===== src/rtl/ex_stage_reg.sv =====
// ex_stage_reg: ID/EX register with MEM/WB forwarding and load-use bubbles; in: ID operands/control, MEM/WB bypass; out: ALU operands/ctrl, store data, EX control, hazard, forward selects
module ex_stage_reg #(
  parameter int DATA_W = 32,
  parameter int REG_AW = 5,
  parameter int CTRL_W = 4
) (
  input  logic              clk_i,
  input  logic              rst_i,
  input  logic              stall_i,
  input  logic              flush_i,
  input  logic              id_valid_i,
  input  logic [DATA_W-1:0] id_rs_data_i,
  input  logic [DATA_W-1:0] id_rt_data_i,
  input  logic [DATA_W-1:0] id_imm_i,
  input  logic [REG_AW-1:0] id_rs_addr_i,
  input  logic [REG_AW-1:0] id_rt_addr_i,
  input  logic [REG_AW-1:0] id_rd_addr_i,
  input  logic [CTRL_W-1:0] id_alu_ctrl_i,
  input  logic              id_alu_src_i,
  input  logic              id_reg_dst_i,
  input  logic              id_reg_write_i,
  input  logic              id_mem_read_i,
  input  logic              id_mem_write_i,
  input  logic              id_mem_to_reg_i,
  input  logic              mem_reg_write_i,
  input  logic [REG_AW-1:0] mem_rd_addr_i,
  input  logic [DATA_W-1:0] mem_result_i,
  input  logic              wb_reg_write_i,
  input  logic [REG_AW-1:0] wb_rd_addr_i,
  input  logic [DATA_W-1:0] wb_result_i,
  output logic [DATA_W-1:0] alu_src1_o,
  output logic [DATA_W-1:0] alu_src2_o,
  output logic [CTRL_W-1:0] alu_ctrl_o,
  output logic [DATA_W-1:0] ex_store_data_o,
  output logic [REG_AW-1:0] ex_wr_addr_o,
  output logic              ex_valid_o,
  output logic              ex_reg_write_o,
  output logic              ex_mem_read_o,
  output logic              ex_mem_write_o,
  output logic              ex_mem_to_reg_o,
  output logic              load_use_hazard_o,
  output logic [1:0]        fwd_a_o,
  output logic [1:0]        fwd_b_o
);
  logic              r_valid, r_reg_write, r_mem_read, r_mem_write, r_mem_to_reg, r_alu_src;
  logic [CTRL_W-1:0] r_ctrl;
  logic [REG_AW-1:0] r_rs_addr, r_rt_addr, r_wr_addr;
  logic [DATA_W-1:0] r_rs_data, r_rt_data, r_imm;
  logic              w_bubble, w_mem_a, w_mem_b, w_wb_a, w_wb_b;
  logic [DATA_W-1:0] w_fwd_b;
  always_comb begin
    load_use_hazard_o = r_valid & r_mem_read & (r_wr_addr != '0) & id_valid_i &
                        ((r_wr_addr == id_rs_addr_i) | (r_wr_addr == id_rt_addr_i));
    w_bubble = rst_i | flush_i | (~stall_i & load_use_hazard_o);
    w_mem_a  = r_valid & mem_reg_write_i & (mem_rd_addr_i != '0) & (mem_rd_addr_i == r_rs_addr);
    w_mem_b  = r_valid & mem_reg_write_i & (mem_rd_addr_i != '0) & (mem_rd_addr_i == r_rt_addr);
    w_wb_a   = r_valid & wb_reg_write_i & (wb_rd_addr_i != '0) & (wb_rd_addr_i == r_rs_addr);
    w_wb_b   = r_valid & wb_reg_write_i & (wb_rd_addr_i != '0) & (wb_rd_addr_i == r_rt_addr);
    fwd_a_o  = w_mem_a ? 2'b10 : w_wb_a ? 2'b01 : 2'b00;
    fwd_b_o  = w_mem_b ? 2'b10 : w_wb_b ? 2'b01 : 2'b00;
    alu_src1_o = w_mem_a ? mem_result_i : w_wb_a ? wb_result_i : r_rs_data;
    w_fwd_b    = w_mem_b ? mem_result_i : w_wb_b ? wb_result_i : r_rt_data;
    alu_src2_o = r_alu_src ? r_imm : w_fwd_b;
    ex_store_data_o = w_fwd_b;
  end
  always_ff @(posedge clk_i) begin
    if (w_bubble) begin
      r_valid      <= 1'b0;
      r_reg_write  <= 1'b0;
      r_mem_read   <= 1'b0;
      r_mem_write  <= 1'b0;
      r_mem_to_reg <= 1'b0;
      r_alu_src    <= 1'b0;
      r_ctrl       <= '0;
      r_rs_addr    <= '0;
      r_rt_addr    <= '0;
      r_wr_addr    <= '0;
      r_rs_data    <= '0;
      r_rt_data    <= '0;
      r_imm        <= '0;
    end else if (!stall_i) begin
      r_valid      <= id_valid_i;
      r_reg_write  <= id_reg_write_i;
      r_mem_read   <= id_mem_read_i;
      r_mem_write  <= id_mem_write_i;
      r_mem_to_reg <= id_mem_to_reg_i;
      r_alu_src    <= id_alu_src_i;
      r_ctrl       <= id_alu_ctrl_i;
      r_rs_addr    <= id_rs_addr_i;
      r_rt_addr    <= id_rt_addr_i;
      r_wr_addr    <= id_reg_dst_i ? id_rd_addr_i : id_rt_addr_i;
      r_rs_data    <= id_rs_data_i;
      r_rt_data    <= id_rt_data_i;
      r_imm        <= id_imm_i;
    end
  end
  assign alu_ctrl_o      = r_ctrl;
  assign ex_wr_addr_o    = r_wr_addr;
  assign ex_valid_o      = r_valid;
  assign ex_reg_write_o  = r_reg_write;
  assign ex_mem_read_o   = r_mem_read;
  assign ex_mem_write_o  = r_mem_write;
  assign ex_mem_to_reg_o = r_mem_to_reg;
endmodule


===== config.mk =====
export PLATFORM = sky130hd
export DESIGN_NAME = ex_stage_reg
export DESIGN_NICKNAME = d
export VERILOG_FILES = /design/src/rtl/ex_stage_reg.sv
export SDC_FILE = /design/constraint.sdc
export NUM_CORES = 1
export LEC_CHECK = 0
export ABC_CLOCK_PERIOD_IN_PS = 3090
export CORE_ASPECT_RATIO = 0.5
export CORE_MARGIN = 2
export CORE_UTILIZATION = 41
export DETAILED_ROUTE_END_ITERATION = 8
export PLACE_DENSITY = 0.78
export SLEW_MARGIN = 20
export SYNTH_ARGS = -nofsm -noshare
export SYNTH_HDL_FRONTEND = slang
export SYNTH_SLANG_ARGS = --single-unit

===== constraint.sdc =====
create_clock -name clk_i -period 3.09 [get_ports clk_i]
set_clock_uncertainty 0.05 [all_clocks]
set_input_delay 0.618 -clock clk_i [delete_from_list [all_inputs] [get_ports clk_i]]
set_output_delay 0.618 -clock clk_i [all_outputs]
set_load 0.01 [all_outputs]

==> impl_metrics.py, run 1 <==
metrics = {
    "routing": {
        "drt-pass1-iter-count": 5,
        "vias": 7129,
        "drt_wl_total_mm": 28.9,
        "drc": 0,
        "vias_per_cell": 5.95,
        "wl_per_cell_um": 24.1,
        "detail-route-antenna-nets": 0,
        "drt-initial-drc-count": 619,
    },
    "pwr": {
        "worst_ir_drop_vdd_v": 0.000460,
        "p_leak_nw": 4.38,
        "switching_share_pct": 25.3,
        "power_switching_mw": 1.14,
        "p_comb_share_pct": 17.7,
        "p_per_area_nw_per_um2": 385,
        "pwr-share-clk_pct": 45.4,
        "power.internal_mw": 3.37,
        "seq_power_share_pct": 36.8,
    },
    "worst_setup_path": {
        "crit_path_max_fanout": 8,
        "cp_slowest_cell": "nor3_1",
        "critPathArrivalTime_ns": 2.55,
        "crit_chain": "buf_6 > buf_4 > xnor2_1 > o211ai_4 > buf_4 > buf_6 > buf_12 > nor3_1 > a31oi_4 > mux2_4 > buf_6",
        "worst-path-buf-inv": 6,
        "critPathKind": "primary input to primary output",
        "cp-start-kind": "primary input",
        "cpLargestDelayFamily": "buffers and inverters",
        "worst_setup_path_end_kind": "primary output",
        "max_stage_delay_ns": 0.32,
        "cp.required_ns": 2.42,
        "critPathMostFrequentCell": "buf_6",
    },
    "finish": {
        "nFillCells": 944,
        "area_growth_pct": 81.4,
        "num_antenna_cells": 0,
        "multi_input_area_um2": 4390,
        "seqCellArea_um2": 2430,
        "nNetsFinal": 1183,
        "drive_gt1_share_pct": 36.0,
        "final_area_um2": 11700,
    },
    "synth": {
        "seq_area_frac_synth_pct": 37.5,
        "async_flop_share_pct": 0,
        "syn_nets": 833,
        "synth_ff_type": "dfxtp_1",
        "synth-simple-area-share_pct": 9.27,
        "synth_edf_count": 0,
        "synth_warnings": 0,
        "yosys-top-cells-count": "a22o_1 (121), dfxtp_1 (121), clkbuf_1 (38), mux2_2 (37), nand3_1 (37)",
        "synth_top_family_by_area": "compound AO/OA/AOI/OAI gates",
        "syn_inst": 631,
        "synthAdderAreaFrac_pct": 0,
        "synth_top_area_share_pct": 37.5,
        "syn_area_um2": 6450,
        "synth_compound_area_share_pct": 32.5,
        "ys_types": 35,
        "syn_area_per_cell_um2": 10.2,
        "synthTopCellsByArea": "dfxtp_1 (38%), a22o_1 (16%), a31oi_4 (9.6%)",
        "synth-seq-cells": 121,
        "synthXorXnorAreaFrac_pct": 4.07,
        "synth.mux.area_fraction_pct": 11.4,
        "yosysTopAreaCell": "dfxtp_1",
    },
    "min_path": {
        "worstHoldPathType": "flip-flop to flip-flop",
    },
    "clocking": {
        "htreeDepth": 4,
        "cts_buffer_depth": 2,
        "cts-root-buf": "clkbuf_16",
        "cts_sinks": 121,
        "clk_pin_slew_ns": 0.05,
        "cts_made_buffers": 17,
        "cts_tree": "yes",
        "clk_latency_ns": 0.41,
    },
    "sta": {
        "tightest_slew_ns": 0.509,
        "period_needed_ns": 3.22,
        "slew_viol_final": 0,
        "fin_ws_ns": -0.127,
        "grt_setup_unrepaired": "yes",
        "min_period_over_period_pct": 104,
        "hold_viol": 0,
        "fin_setup_tns_ns": -1.86,
        "slew_headroom_pct": 66.0,
        "fmax_ghz": 0.311,
        "setup_viol": 43,
    },
    "die": {
        "fp.dieH_um": 92.7,
        "die_area_um2": 16800,
        "core_area_um2": 15400,
        "num_io_pins": 317,
        "fp.dieW_um": 181,
        "start_util_pct": 41.9,
        "rows": 32,
    },
    "placed_design": {
        "place_congestion": 0.910,
        "place_area_um2": 10200,
        "io_buffer_count": 316,
        "hpwl_mm": 17.6,
    },
    "outcome": {
        "status": "complete, but fails checks",
        "violations": "negative setup slack",
    },
    "job": {
        "drv_cap": 0,
    },
    "global_route": {
        "grt_usage_pct": 33.3,
        "grt_pass1_vias": 7467,
        "overflow": 0,
        "grt_start_max_net_pins": 78,
        "antenna_found_initial": 0,
        "grt_pass1_wl_mm": 42.8,
    },
}
[worst register-to-register path, delay by kind of cell, from the launching register on]
kind            cells  cell delay [ns]
simple gates        1             0.09
buf+inv             2             0.52
flops               1             0.44
xor+xnor            1             0.11
compound gates      3             0.80
[power groups by stage]
stage,sequential (mW),clock [mW],combinational (mW)
3_5_place_dp,1.68,0,0.727
5_1_grt,1.66,2.14,0.836
2_1_floorplan,1.67,0,0.251
6_report,1.66,2.05,0.799
4_1_cts,1.65,2.05,0.762
3_3_place_gp,1.68,0,0.714
[cell families after synthesis]
family | Yosys count
compound gates | 225
flops | 121
simple gates | 119
mux | 69
buf+inv | 67
xor+xnor | 30
[routing by layer]
metal  global-route usage [%]  wire [um]  vias to the layer above
met2                     54.6      13600                      423
met5                        0          0                        -
li1                         -          -                     3114
met1                     39.3      11700                     3485
met3                     8.34       2100                      107
met4                     21.7       1490                        0
[state kept, by name, summed over array words and instances (netlist names), 4 cells and up]
name and flops:
r_rs_data 32, r_rt_data 32, ex_wr_addr_o 5, r_imm 32
r_rt_addr 5, r_rs_addr 5, alu_ctrl_o 4
[layout make-up]
cell class	instances	area share (%)
clock buffer	19	3.78
clock inverter	13	1.30
inverter	2	0.0641
multi-input combinational	443	37.5
sequential	121	20.7
tap	204	2.18
timing repair buffer	396	34.5
[through the flow]
step / instances / utilization [%] / hold WS [ns] / total power [mW] / setup WS [ns]
2_1_floorplan: 631 / - / 0.387 / 1.92 / 0.222
3_3_place_gp: 1142 / 65.9 / 0.400 / 2.40 / -0.760
3_5_place_dp: 1142 / 65.9 / 0.402 / 2.41 / -0.793
4_1_cts: 1199 / 75.2 / 0.419 / 4.46 / -0.0474
5_1_grt: 1198 / 76.0 / 0.434 / 4.64 / -0.184
6_report: 1198 / 76.0 / 0.420 / 4.51 / -0.127
[cells in the final DEF (no fill, tap or decap), types with 24 or more instances in the layout]
cell / synthesis / layout
buf_2: 18 / 31
nor2_1: 33 / 33
buf_4: 2 / 36
dfxtp_1: 121 / 116
buf_6: 1 / 46
a21oi_1: 33 / 32
a31oi_4: 29 / 32
a22o_1: 121 / 121
mux2i_1: 32 / 31
xnor2_1: 26 / 24
clkdlybuf4s50_1: 0 / 204
[final timing paths]
check / startpoint / slack [ns] / endpoint / cells after the start
worst min register to register: r_imm[11] / 0.42 / r_imm[11] / 1
worst max-delay path: mem_rd_addr_i[2] / -0.13 / alu_src2_o[20] / 11
worst min-delay path: r_imm[11] / 0.42 / r_imm[11] / 1
worst max register to register: ex_wr_addr_o[3] / 1.03 / r_alu_src / 7
[repair_timing]
action	in CTS	in global routing
endpoints found under the setup margin	100	100
pin swaps	35	31
hold buffers	0	0
cloned	11	0
resized for setup	494	85
buffers inserted	15	1
Power figures use the tool's default switching activity.
==> run 2: changes to the inputs <==
==> config.mk (replaced) <==
export PLATFORM = sky130hd
export DESIGN_NAME = ex_stage_reg
export DESIGN_NICKNAME = d
export VERILOG_FILES = /design/src/rtl/ex_stage_reg.sv
export SDC_FILE = /design/constraint.sdc
export NUM_CORES = 1
export LEC_CHECK = 0
export ABC_CLOCK_PERIOD_IN_PS = 3090
export CORE_AREA = 2 2 123 125
export DETAILED_ROUTE_END_ITERATION = 8
export DIE_AREA = 0 0 125 127
export DONT_BUFFER_PORTS = 1
export PLACE_DENSITY = 0.56
export SLEW_MARGIN = 5
export SYNTH_ARGS = -nofsm -noshare
export SYNTH_HDL_FRONTEND = slang
export SYNTH_SLANG_ARGS = --single-unit
==> run 2 against run 1 <==
The flow now finishes without violations. Critical path depth fell by 4. Power shrank 14%. Via count shrank 25%. Clock power decreased by 8%. Final cell count decreased by 29%. Largest power group unchanged.
==> impl_metrics.py, run 2 (same netlist as run 1, synthesis figures left out) <==
metrics = {
    "sta": {
        "setup_viol": 0,
        "fin_hold_ws_ns": 0.285,
        "tightest_slew_ns": 0.969,
        "fin_ws_ns": 0.0652,
        "period_needed_ns": 3.02,
        "min_period_over_period_pct": 97.9,
        "hold_viol": 0,
        "slew_headroom_pct": 35.4,
        "slew_viol_final": 0,
        "grt_setup_unrepaired": "no",
        "fmax_ghz": 0.331,
        "fin_setup_tns_ns": 0,
    },
    "die": {
        "core_area_um2": 14400,
        "fp.dieH_um": 127,
        "die_area_um2": 15900,
        "fp.dieW_um": 125,
        "start_util_pct": 44.7,
        "num_io_pins": 317,
        "rows": 44,
    },
    "finish": {
        "num_antenna_cells": 0,
        "final_area_um2": 7620,
        "layout.cells.most_common": "a22o_1",
        "final_core_util_pct": 52.9,
        "reg_top3": "r_imm x32, r_rs_data x32, r_rt_data x32",
        "drive_gt1_share_pct": 26.7,
        "fin_cells": 851,
        "nFillCells": 1317,
        "final_cell_mix": "a22o_1 (121), dfxtp_1 (120), buf_4 (59)",
        "area_growth_pct": 18.1,
        "nNetsFinal": 857,
    },
    "placed_design": {
        "placed_cells": 817,
        "preCtsSetupSlack_ns": -0.243,
        "hpwl_mm": 15.0,
        "io_buffer_count": 0,
        "place_area_um2": 6980,
        "place_congestion": 0.889,
    },
    "worst_setup_path": {
        "critPathArrivalTime_ns": 2.36,
        "cp.required_ns": 2.42,
        "critPathKind": "primary input to primary output",
        "worst_setup_path_end_kind": "primary output",
        "crit_path_max_fanout": 18,
        "r2r_slack_ns": 0.95,
        "cp-start-kind": "primary input",
    },
    "routing": {
        "drt-initial-drc-count": 370,
        "drt_wl_total_mm": 21.1,
        "drc": 0,
        "wl_per_cell_um": 24.8,
        "detail-route-antenna-nets": 0,
        "vias_per_cell": 6.28,
        "drt-pass1-iter-count": 4,
        "vias": 5346,
    },
    "clocking": {
        "cts_buffer_depth": 2,
        "cts-root-buf": "clkbuf_16",
        "cts_tree": "yes",
        "clk_latency_ns": 0.41,
        "cts_sinks": 121,
        "clk_pin_slew_ns": 0.06,
        "cts_made_buffers": 17,
        "htreeDepth": 4,
        "ctsHoldBuffers": 0,
    },
    "pwr": {
        "p_leak_nw": 2.74,
        "pwr-share-clk_pct": 48.7,
        "p_per_area_nw_per_um2": 508,
        "power.internal_mw": 2.95,
        "power_switching_mw": 0.920,
        "switching_share_pct": 23.7,
        "p_total_mw": 3.87,
        "worst_ir_drop_vdd_v": 0.000365,
        "p_comb_share_pct": 8.5,
        "seq_power_share_pct": 42.8,
    },
    "global_route": {
        "grt_pass1_wl_mm": 31.7,
        "overflow": 0,
        "grt_pass1_vias": 5597,
        "grt_usage_pct": 25.5,
        "antenna_found_initial": 0,
        "grt_start_max_net_pins": 122,
    },
    "job": {
        "drv_cap": 0,
    },
    "outcome": {
        "status": "finished clean",
    },
    "min_path": {
        "worstHoldPathType": "primary input to flip-flop",
    },
}
==> run 2: power groups by stage <==
stage / Sequential (mW) / Combinational (mW) / Clock, mW
4_1_cts: 1.66 / 0.330 / 1.92
2_1_floorplan: 1.67 / 0.251 / 0
3_5_place_dp: 1.69 / 0.327 / 0
6_report: 1.66 / 0.330 / 1.89
5_1_grt: 1.66 / 0.353 / 1.99
3_3_place_gp: 1.69 / 0.322 / 0
==> run 2: worst max-delay path: stages <==
cell,delay [ns]
or4_4,0.52
buf_4,0.16
o211a_1,0.22
buf_4,0.21
nand3_1,0.18
a31oi_4,0.12
mux2_2,0.32
==> run 2: final timing paths <==
kind,depth (start not counted),start,to
worst max-delay path,7,wb_rd_addr_i[1],alu_src2_o[9]
worst max register to register,6,ex_wr_addr_o[0],r_rt_data[11]
worst min register to register,1,r_imm[23],r_imm[23]
worst min-delay path,1,id_imm_i[25],r_imm[25]
==> run 2: area by class of cell <==
class	instances	area [um2]	share of cell area, %
Tap cell	184	230	3.02
Clock inverter	7	67.6	0.886
Multi-Input combinational cell	443	3740	49.0
Clock buffer	24	492	6.45
Inverter	2	7.51	0.0985
Sequential cell	121	2420	31.8
Timing Repair Buffer	70	667	8.75
==> run 2: what timing repair did <==
| action | in CTS | in global routing |
|---|---|---|
| pin swaps | 1 | 0 |
| setup buffers | 2 | 0 |
| resized for setup | 1 | 4 |
| setup endpoints to repair | 33 | 4 |
| cloned | 1 | 0 |
| hold endpoints to repair | 0 | 0 |
==> run 2: routing by layer <==
metal | GRT usage [%] | vias up | share of wire [%]
met4 | 8.69 | 0 | 2.2
met2 | 43.6 | 302 | 50
met3 | 9.42 | 34 | 9.2
met1 | 29.6 | 2549 | 39
li1 | - | 2461 | -
met5 | 0 | - | 0
==> run 3: changes to the inputs <==
==> config.mk (replaced) <==
export PLATFORM = sky130hd
export DESIGN_NAME = ex_stage_reg
export DESIGN_NICKNAME = d
export VERILOG_FILES = /design/src/rtl/ex_stage_reg.sv
export SDC_FILE = /design/constraint.sdc
export NUM_CORES = 1
export LEC_CHECK = 0
export ABC_CLOCK_PERIOD_IN_PS = 2600
export CORE_ASPECT_RATIO = 0.5
export CORE_MARGIN = 2
export CORE_UTILIZATION = 58
export DETAILED_ROUTE_END_ITERATION = 8
export DONT_BUFFER_PORTS = 1
export PLACE_DENSITY = 0.73
export SLEW_MARGIN = 5
export SYNTH_ARGS = -nofsm -noshare
export SYNTH_HDL_FRONTEND = slang
export SYNTH_SLANG_ARGS = --single-unit
==> constraint.sdc (replaced) <==
create_clock -name clk_i -period 2.6 [get_ports clk_i]
set_clock_uncertainty 0.05 [all_clocks]
set_input_delay 0.52 -clock clk_i [delete_from_list [all_inputs] [get_ports clk_i]]
set_output_delay 0.52 -clock clk_i [all_outputs]
set_load 0.01 [all_outputs]
==> run 3 against run 2 <==
The run now ends with negative setup slack left. Sequential power increased by 19%. Via count rose by 15%. Die area down 24%. Non-clock buffer count grew 44. Design area increased by 25%. Hold slack worse by 0.098 ns. Critical path type is now flip-flop to primary output. Highest routed layer unchanged.
==> impl_metrics.py, run 3 (same netlist as run 1, synthesis figures left out) <==
metrics = {
    "worst_setup_path": {
        "crit_chain": "buf_6 > and2_4 > buf_6 > nand4_1 > or2_4 > buf_12 > buf_12 > a31oi_4 > mux2_4",
        "r2r-end": "r_imm[6]",
        "max_stage_delay_ns": 0.35,
        "crit_path_max_fanout": 6,
        "r2r_slack_ns": 0.53,
        "cp_slowest_cell": "or2_4",
        "reg2reg_from": "ex_wr_addr_o[4]",
        "worst-path-buf-inv": 4,
        "critPathArrivalTime_ns": 2.36,
        "worst_setup_path_end_kind": "primary output",
        "rr_worst_depth": 5,
        "cp.required_ns": 2.03,
        "cp-start-kind": "flip-flop",
        "critPathKind": "flip-flop to primary output",
        "cpLargestDelayFamily": "simple AND/OR/NAND/NOR gates",
    },
    "pwr": {
        "power.internal_mw": 3.81,
        "p_per_area_nw_per_um2": 528,
        "power_switching_mw": 1.22,
        "p_comb_share_pct": 10.3,
        "worst_ir_drop_vdd_v": 0.000698,
        "seq_power_share_pct": 39.3,
        "p_leak_nw": 3.34,
        "pwr-share-clk_pct": 50.4,
        "switching_share_pct": 24.3,
    },
    "sta": {
        "slew_viol_final": 0,
        "tightest_slew_ns": 0.475,
        "slew_headroom_pct": 68.3,
        "setup_viol": 100,
        "period_needed_ns": 2.93,
        "fin_ws_ns": -0.331,
        "hold_viol": 0,
        "grt_setup_unrepaired": "yes",
        "fin_setup_tns_ns": -20.28,
        "min_period_over_period_pct": 113,
        "fmax_ghz": 0.341,
    },
    "routing": {
        "drt-pass1-iter-count": 5,
        "drt_wl_total_mm": 24.7,
        "drt-initial-drc-count": 597,
        "drc": 0,
        "detail-route-antenna-nets": 0,
        "vias": 6133,
        "vias_per_cell": 7.16,
        "wl_per_cell_um": 28.8,
    },
    "die": {
        "num_io_pins": 317,
        "core_area_um2": 10900,
        "fp.dieW_um": 153,
        "fp.dieH_um": 78.6,
        "die_area_um2": 12000,
        "start_util_pct": 59.1,
        "rows": 27,
    },
    "clocking": {
        "cts_buffer_depth": 2,
        "clk_latency_ns": 0.41,
        "cts_sinks": 121,
        "cts-root-buf": "clkbuf_16",
        "htreeDepth": 4,
        "cts_made_buffers": 17,
        "cts_tree": "yes",
        "clk_pin_slew_ns": 0.06,
    },
    "outcome": {
        "status": "complete, but fails checks",
        "violations": "negative setup slack",
    },
    "placed_design": {
        "place_congestion": 0.857,
        "placed_cells": 795,
        "hpwl_mm": 14.0,
        "io_buffer_count": 0,
    },
    "min_path": {
        "hold_depth": 1,
        "worstHoldPathType": "primary input to flip-flop",
        "whs_endpoint": "alu_ctrl_o[0]",
        "holdCritStartpoint": "id_alu_ctrl_i[0]",
    },
    "global_route": {
        "grt_pass1_wl_mm": 33.6,
        "grt_pass1_vias": 5894,
        "overflow": 0,
        "grt_start_max_net_pins": 96,
        "antenna_found_initial": 0,
        "grt_usage_pct": 35.9,
    },
    "finish": {
        "nFillCells": 491,
        "final_core_util_pct": 87.4,
        "final_cell_mix": "a22o_1 (121), dfxtp_1 (113), buf_6 (56)",
        "nNetsFinal": 901,
        "area_growth_pct": 47.8,
        "reg_top3": "r_imm x32, r_rs_data x32, r_rt_data x32",
        "drive_gt1_share_pct": 52.2,
        "num_antenna_cells": 0,
        "fin_cells": 857,
        "layout.cells.most_common": "a22o_1",
    },
    "job": {
        "drv_cap": 0,
    },
}
-- run 3: cell type report --
cell class                      count  area, um2  share of cell area, %
Clock buffer                       18        439                   4.60
Timing Repair Buffer              114       1500                   15.8
Inverter                            2       15.0                  0.157
Tap cell                          145        181                   1.90
Clock inverter                     14        198                   2.07
Multi-Input combinational cell    443       4770                   50.0
Sequential cell                   121       2430                   25.5
-- run 3: power groups by stage --
stage	logic (mW)	registers, mW	clock network (mW)
after floorplan	0.311	1.99	0
after global placement	0.407	2.00	0
after detailed placement	0.415	2.01	0
after CTS	0.469	1.97	2.53
after global routing	0.544	1.98	2.64
final	0.521	1.98	2.54
-- run 3: per-layer routing --
metal | global-route usage (%) | up-vias | wire length (um)
met1 | 45.7 | 3012 | 9720
met3 | 9.11 | 109 | 2300
met2 | 57.1 | 461 | 11600
met5 | 0 | - | 0
li1 | - | 2551 | -
met4 | 18.4 | 0 | 1120
-- run 3: worst max path at each step --
| stage | from | end | slack, ns | depth (start not counted) |
|---|---|---|---|---|
| global route | r_rs_addr[4] | alu_src1_o[0] | -0.43 | 9 |
| floorplan | mem_rd_addr_i[1] | alu_src2_o[10] | -0.07 | 7 |
| detailed placement | wb_rd_addr_i[4] | alu_src1_o[8] | -0.41 | 7 |
| CTS | r_rs_addr[4] | alu_src1_o[23] | -0.21 | 8 |
| finish | ex_valid_o | alu_src2_o[27] | -0.33 | 9 |
| global placement | wb_rd_addr_i[4] | alu_src1_o[22] | -0.40 | 7 |
-- run 3: per-stage QoR --
| stage | hold WS (ns) | instance area [um2] | power (mW) | setup slack (ns) |
|---|---|---|---|---|
| floorplan | 0.387 | 6570 | 2.30 | -0.0716 |
| global route | 0.169 | 9540 | 5.17 | -0.431 |
| detailed placement | 0.401 | 7200 | 2.42 | -0.413 |
| finish | 0.187 | 9540 | 5.04 | -0.331 |
| global placement | 0.401 | 7200 | 2.41 | -0.397 |
| CTS | 0.185 | 8880 | 4.97 | -0.207 |
-- run 3: timing repair --
item | CTS | global route
endpoints found under the setup margin | 100 | 100
hold buffers | 0 | 0
setup buffers | 13 | 6
cloned | 8 | 5
pin swaps | 30 | 20
resized for setup | 164 | 120
